$ cat src/rtl/dbus_arbiter.sv
// Two-master round-robin arbiter for the CPU data bus with a bounded hold count.
// Read data is returned to the master that issued the read one cycle earlier.
module dbus_arbiter #(
  parameter int ADDR_WIDTH = 32,
  parameter int HOLD_MAX   = 16
) (
  input  logic                  clk,
  input  logic                  rst,
  input  logic                  m0_wr,
  input  logic [ADDR_WIDTH-1:0] m0_waddr,
  input  logic [31:0]           m0_wdata,
  input  logic [3:0]            m0_wstrb,
  input  logic                  m0_rd,
  input  logic [ADDR_WIDTH-1:0] m0_raddr,
  output logic                  m0_gnt,
  output logic                  m0_rvalid,
  output logic [31:0]           m0_rdata,
  input  logic                  m1_wr,
  input  logic [ADDR_WIDTH-1:0] m1_waddr,
  input  logic [31:0]           m1_wdata,
  input  logic [3:0]            m1_wstrb,
  input  logic                  m1_rd,
  input  logic [ADDR_WIDTH-1:0] m1_raddr,
  output logic                  m1_gnt,
  output logic                  m1_rvalid,
  output logic [31:0]           m1_rdata,
  output logic                  dmem_wr,
  output logic [ADDR_WIDTH-1:0] dmem_waddr,
  output logic [31:0]           dmem_wdata,
  output logic [3:0]            dmem_wstrb,
  output logic                  dmem_rd,
  output logic [ADDR_WIDTH-1:0] dmem_raddr,
  input  logic [31:0]           dmem_rdata
);

  typedef enum logic [1:0] {IDLE, OWN0, OWN1} state_t;

  localparam logic [7:0] HOLD_LAST = 8'(HOLD_MAX - 1);

  state_t     state_q, state_d;
  logic [7:0] hold_cnt_q, hold_cnt_d;
  logic       last_ptr_q, last_ptr_d;
  logic       rd_pend_q, rd_owner_q;

  logic req0, req1, own_req, oth_req;

  assign req0 = m0_wr | m0_rd;
  assign req1 = m1_wr | m1_rd;

  always_ff @(posedge clk) begin
    if (rst) begin
      state_q    <= IDLE;
      hold_cnt_q <= 8'd0;
      last_ptr_q <= 1'b1;
      rd_pend_q  <= 1'b0;
      rd_owner_q <= 1'b0;
    end else begin
      state_q    <= state_d;
      hold_cnt_q <= hold_cnt_d;
      last_ptr_q <= last_ptr_d;
      rd_pend_q  <= dmem_rd;
      rd_owner_q <= m1_gnt;
    end
  end

  always_comb begin
    state_d    = state_q;
    hold_cnt_d = hold_cnt_q;
    last_ptr_d = last_ptr_q;
    own_req    = 1'b0;
    oth_req    = 1'b0;
    case (state_q)
      IDLE: begin
        if (req0 && req1) state_d = last_ptr_q ? OWN0 : OWN1;
        else if (req0)    state_d = OWN0;
        else if (req1)    state_d = OWN1;
      end
      OWN0: begin
        own_req = req0;
        oth_req = req1;
        if (!req0)                                state_d = req1 ? OWN1 : IDLE;
        else if (req1 && hold_cnt_q == HOLD_LAST) state_d = OWN1;
      end
      OWN1: begin
        own_req = req1;
        oth_req = req0;
        if (!req1)                                state_d = req0 ? OWN0 : IDLE;
        else if (req0 && hold_cnt_q == HOLD_LAST) state_d = OWN0;
      end
      default: state_d = IDLE;
    endcase

    // Only transfers made while the other master waits count toward the hold limit.
    if (state_d != state_q)
      hold_cnt_d = 8'd0;
    else if (own_req && oth_req && hold_cnt_q != HOLD_LAST)
      hold_cnt_d = hold_cnt_q + 8'd1;

    if (state_d == OWN0 && state_q != OWN0) last_ptr_d = 1'b0;
    if (state_d == OWN1 && state_q != OWN1) last_ptr_d = 1'b1;
  end

  assign m0_gnt = (state_q == OWN0);
  assign m1_gnt = (state_q == OWN1);

  always_comb begin
    dmem_wr    = 1'b0;
    dmem_waddr = '0;
    dmem_wdata = 32'h0;
    dmem_wstrb = 4'h0;
    dmem_rd    = 1'b0;
    dmem_raddr = '0;
    if (m0_gnt && m0_wr) begin
      dmem_wr    = 1'b1;
      dmem_waddr = m0_waddr;
      dmem_wdata = m0_wdata;
      dmem_wstrb = m0_wstrb;
    end else if (m1_gnt && m1_wr) begin
      dmem_wr    = 1'b1;
      dmem_waddr = m1_waddr;
      dmem_wdata = m1_wdata;
      dmem_wstrb = m1_wstrb;
    end
    if (m0_gnt && m0_rd) begin
      dmem_rd    = 1'b1;
      dmem_raddr = m0_raddr;
    end else if (m1_gnt && m1_rd) begin
      dmem_rd    = 1'b1;
      dmem_raddr = m1_raddr;
    end
  end

  // A reset arriving while a read is in flight drops the return immediately.
  assign m0_rvalid = rd_pend_q & ~rd_owner_q & ~rst;
  assign m1_rvalid = rd_pend_q &  rd_owner_q & ~rst;
  assign m0_rdata  = m0_rvalid ? dmem_rdata : 32'h0;
  assign m1_rdata  = m1_rvalid ? dmem_rdata : 32'h0;

endmodule
$ cat config.mk
export PLATFORM = sky130hd
export DESIGN_NAME = dbus_arbiter
export DESIGN_NICKNAME = d
export VERILOG_FILES = /design/src/rtl/dbus_arbiter.sv
export SDC_FILE = /design/constraint.sdc
export NUM_CORES = 1
export LEC_CHECK = 0
export BUFFER_PORTS_ARGS = -buffer_cell sky130_fd_sc_hd__buf_2
export CAP_MARGIN = 20
export CORE_AREA = 2 2 161 163
export CTS_CLUSTER_SIZE = 28
export DETAILED_ROUTE_END_ITERATION = 10
export DIE_AREA = 0 0 163 165
export GPL_TIMING_DRIVEN = 0
export PLACE_DENSITY = 0.46
export SLEW_MARGIN = 20
export SYNTH_ARGS = -nofsm -noshare
export SYNTH_HDL_FRONTEND = slang
export SYNTH_SLANG_ARGS = --single-unit
$ cat constraint.sdc
create_clock -name clk -period 2.8 [get_ports clk]
set_input_delay 0.56 -clock clk [delete_from_list [all_inputs] [get_ports clk]]
set_output_delay 0.56 -clock clk [all_outputs]
set_load 0.02 [all_outputs]
# Yosys cells after proc, flatten, opt, wreduce, memory -nomap -nowiden
# Cells that the tools add are included.
totals:
  n_memories: 0
  wordCells: 64
  ff_bits: 13
  out_inout_bits: 170
  ram_bits: 0
  inputBits: 238
  latchBits: 0
  mem_bits_ro: 0
op_classes:
  magnitude_cmp: 0
  eq_ne: 9
  bitwise_logic: 8
  muxes: 27
  div_mod_pow: 0
  shifts: 0
  n_reduce_logical: 14
  addsub: 1
  n_mul: 0
op_table:
  columns: ["cell", "count"]
  rows:
  - ["2-to-1 mux 32 bit", 8]
  - ["2-to-1 mux 2 bit", 9]
  - ["logical AND 1 bit", 11]
  - ["adder 8 x 1 -> 8 bit, second input constant", 1]
  - ["equality test 8 x 4 -> 1 bit, second input constant", 1]
  - ["2-to-1 mux 4 bit", 2]
  - ["inequality test 8 x 4 -> 1 bit, second input constant", 1]
  - ["case mux 2 bit (3 select lines)", 1]
  - ["2-to-1 mux 1 bit", 5]
  - ["AND 1 bit", 4]
  - ["equality test 2 x 1 -> 1 bit, second input constant", 2]
  - ["equality test 2 bit, second input constant", 2]
  - ["case mux 1 bit (2 select lines)", 2]
  - ["OR reduction 2 bit", 2]
  - ["logical NOT 2 bit", 1]
  - ["inequality test 2 x 1 -> 1 bit, second input constant", 1]
  - ["inequality test 2 bit", 1]
  - ["inequality test 2 bit, second input constant", 1]
  - ["NOT 1 bit", 2]
  - ["bitwise OR 1 bit", 2]

# Logic depth before layout (Yosys ltp)
logic_depth:
  depth_word: 8
  ltp_mapped: 9

# Worst setup path before layout
# No wires, ideal clock.
synth_timing:
  path_type: "reg-to-output"
  from: "register state_q[1]"
  to: "output port dmem_waddr[11]"
  required_ns: 2.240
  stages_incl_launch_ff: 10
  slack_ns: -0.002
  t_arrival_ns: 2.242
  path_cell_list: "dfxtp_1 inv_1 ha_1 clkbuf_2 and2_1 clkbuf_1 nor2_1 buf_2 buf_1 a22o_1"
synth_lines:
  columns: ["element", "line_no", "rtl"]
  rows:
  - ["start: declaration", "40", "state_t state_q, state_d;"]
  - ["start signal: assignment", "58", "state_q <= state_d;"]
  - ["equality test 2 x 1 -> 1 bit", "103", "assign m0_gnt = (state_q == OWN0);"]
  - ["via m0_gnt", "15", "output logic m0_gnt,"]
  - ["logical AND 1 bit", "113", "if (m0_gnt && m0_wr) begin"]
  - ["2-to-1 mux 32 bit", "113", null]
  - ["end: declaration", "28", "output logic [ADDR_WIDTH-1:0] dmem_waddr,"]
# The timed path passes the listed nets, and every way through them passes these cells.

# Worst setup path in the final report
layout_timing:
  from: "register state_q[1]"
  to: "output port dmem_raddr[8]"
layout_between:
  elab_chain_cells: 4
layout_lines:
  columns: ["element", "line_no", "rtl"]
  rows:
  - ["equality test 2 bit", "104", "assign m1_gnt = (state_q == OWN1);"]
  - ["logical AND 1 bit", "127", "end else if (m1_gnt && m1_rd) begin"]
  - ["2-to-1 mux 32 bit", "127", null]
  - ["2-to-1 mux 32 bit (*)", "124", "if (m0_gnt && m0_rd) begin"]
  - ["end: declaration", "32", "output logic [ADDR_WIDTH-1:0] dmem_raddr,"]
# Mark *: on every way between the ends. The rest lies on a longest branch, timed or not.

==> metrics <==
status completed; number of global-route vias before repair 3851; endpoints failing setup 0; P&R area growth vs syn 111%; HP Class flop to flop; Mapped Cells 310; Post-synth ARST share 0%; first-pass GRT wire length 23.0 mm; leak pwr 2.94 nW; area taken by multi-input logic gates 1990 sq um; YS warnings 0; Synth top area share 37.0%; First DRT Iteration DRCs 188; internal power 0.00112 W; Sw Ratio 51.2%; VDD IR max 0.000205 V; largest family of logic cells by synthesized area compound AO/OA/AOI/OAI gates; adder-cell share of the synthesized area 2.62%; Max Clk Rate 366 MHz; net count after synthesis 553; Initial Utilization 9.55%; worst reg2reg startpoint state_q[0]$_SDFF_PP0_; CTS Buffer Depth 2; Seq/Total Area, Yosys 10.9%; count of cell types in the netlist 50; top-count cell post-synth a22o_1; Pwr Total 0.00229 W; DRT Pass-1 Iters 4; DRC violations left 0; cell taking the most area after synthesis a22o_1; number of port buffers 407; Post-Route WL 17.7 mm; Min Clock Period, post-route 2.73 ns; final hold viol count 0; Max Slew Vio Count 0; number of synthesized register bits 13; post-synthesis simple-gate area fraction 30.2%; Compound-Gate Fraction of Synth Area 46.5%; Vias 4221; Fin Clk Skew 0.00429 ns; max-cap viol count 0; startpoint type of the worst setup path flop; placed cell count 1047; Fillers 2860; GR Layer Usage met3 3.11%; Most Crowded Layer GR met2; slew of the pin with the lowest slew margin 0.708 ns; initial antenna violation count 2; # H-tree levels 1; M1 GR Usage 13.9%; vias per inst 4.00; unrepaired setup endpoints after global routing no; Final GP Congestion 0.821; final net count 966; pin count of the biggest net entering global routing 11; Setup Crit Path Kind flop to output port; TritonCTS buffer count 3; Synth area leaders a22o_1, and2_1, dfxtp_1; fin util 20.1%; DP Wirelength 15.8 mm; wire per inst 16.8 microns; Clock Power Share 11.8%; Logic pwr share 77.3%; crit-path max FO 10; total core area 25000 sq um; layout cells sized above 1 62.9%; Reg clk slew, reported paths 0.04 ns; Relative slew margins 52.8%; total grt overflow 0; HP Start last_ptr_q$_SDFFE_PP1P_; Main synth FF type dfxtp_1; area occupied by registers 265 sq um; io pins 408; Cell Area, Synth 2390 sq um; Switching Power 0.00117 W; clock latency on the worst-skew pair 0.24 ns; Chip Width 163 microns; GR Util All Layers 11.6%; mux cell area share after synthesis 0.838%; Mapped Avg Cell Area 7.71 sq um; Post-synth top cells a22o_1, and2_1, clkbuf_1; CTS tree yes; critical path launch point state_q[1]$_SDFF_PP0_; non-filler cells, final 1054; die height 165 microns; pwr dens 454 nW/um^2; final worst-path cycle share 97.5%; Post-synth EDFFs 0; num rows 58; CP required 2.24 ns; nature of the critical path endpoint output port; Routed Antenna Nets 0; CTS sink cnt 13; clock root buffer master clkbuf_16; WP data arrival 2.17 ns; M2 GR Usage 20.2%; Reg power frac 10.8%; XOR/XNOR Fraction of Synth Area 2.20%; DIE AREA 26900 sq um; Hold Buf Count CTS 0
-- through the flow --
step	hold slack, ns	TNS, ns	setup WS (ns)	instance area, sq um
2_1_floorplan	0.505	0	0.0720	2390
3_3_place_gp	0.551	-39.73	-0.729	4840
3_5_place_dp	0.549	-37.53	-0.682	4840
4_1_cts	0.576	0	0.00334	5000
5_1_grt	0.610	0	0.0000315	5040
6_report	0.575	0	0.0704	5040
-- power groups by stage --
stage          Clock [W]  Combinational, W  Sequential, W
3_5_place_dp           0           0.00171       0.000244
3_3_place_gp           0           0.00172       0.000246
5_1_grt         0.000288           0.00190       0.000252
4_1_cts         0.000280           0.00177       0.000243
2_1_floorplan          0           0.00106       0.000234
6_report        0.000271           0.00177       0.000248
-- cells by family after synthesis --
kind of cell | count (synthesis)
compound gates | 129
flops | 13
mux | 2
buf+inv | 36
fa+ha+maj | 5
simple gates | 119
xor+xnor | 6
-- registers in the layout (all words and copies together) (netlist names) --
name        cells
hold_cnt_q      8
state_q         2
last_ptr_q      1
rd_owner_q      1
rd_pend_q       1
-- critical path, cell delays in order, from the launching register on --
cell,delay (ns)
dfxtp_4,0.38
inv_2,0.07
ha_1,0.19
clkbuf_4,0.19
and2_2,0.27
nor2_4,0.19
clkbuf_8,0.21
a22o_1,0.23
buf_2,0.20
-- layout make-up --
class / instances / share of cell area (%)
Timing Repair Buffer: 410 / 40.9
Antenna cell: 2 / 0.0992
Inverter: 3 / 0.223
Clock buffer: 4 / 1.56
Buffer: 31 / 4.27
Tap cell: 330 / 8.18
Multi-Input combinational cell: 261 / 39.5
Sequential cell: 13 / 5.26
-- per-layer routing --
layer / vias to the layer above / routed length (microns) / part of all wire [%]
met5: - / 0 / 0
met4: 0 / 483 / 2.7
met3: 16 / 1660 / 9.4
met2: 278 / 8510 / 48
met1: 1893 / 7050 / 40
li1: 2034 / - / -
-- cell usage in the layout (no fill, tap or decap), types with 3 or more instances in the layout --
| cell | instances |
|---|---|
| clkbuf_1 | 8 |
| clkbuf_2 | 11 |
| buf_4 | 7 |
| xor2_1 | 6 |
| a21oi_1 | 6 |
| o21ai_0 | 4 |
| clkbuf_8 | 3 |
| nor3_1 | 9 |
| clkbuf_4 | 3 |
| nand2_1 | 9 |
| and2_1 | 64 |
| dfxtp_1 | 11 |
| a22o_1 | 101 |
| buf_6 | 4 |
| ha_1 | 4 |
| nor2_4 | 3 |
| nand3_1 | 7 |
| clkbuf_16 | 3 |
| buf_2 | 405 |
| nor2_1 | 5 |
| a221o_1 | 3 |
-- final timing paths --
path | slack [ns] | cells after the start | end
max | 0.07 | 8 | dmem_raddr[8]
min | 0.58 | 1 | last_ptr_q$_SDFFE_PP1P_
max reg2reg | 0.51 | 8 | last_ptr_q$_SDFFE_PP1P_
min reg2reg | 0.58 | 1 | last_ptr_q$_SDFFE_PP1P_
-- repair_timing --
item                       in CTS  in global routing
pin swaps                       2                  3
setup endpoints to repair     101                 76
resized for setup              40                 12
buffers inserted                0                  3
Note: power is estimated with default switching activity, not from simulation.
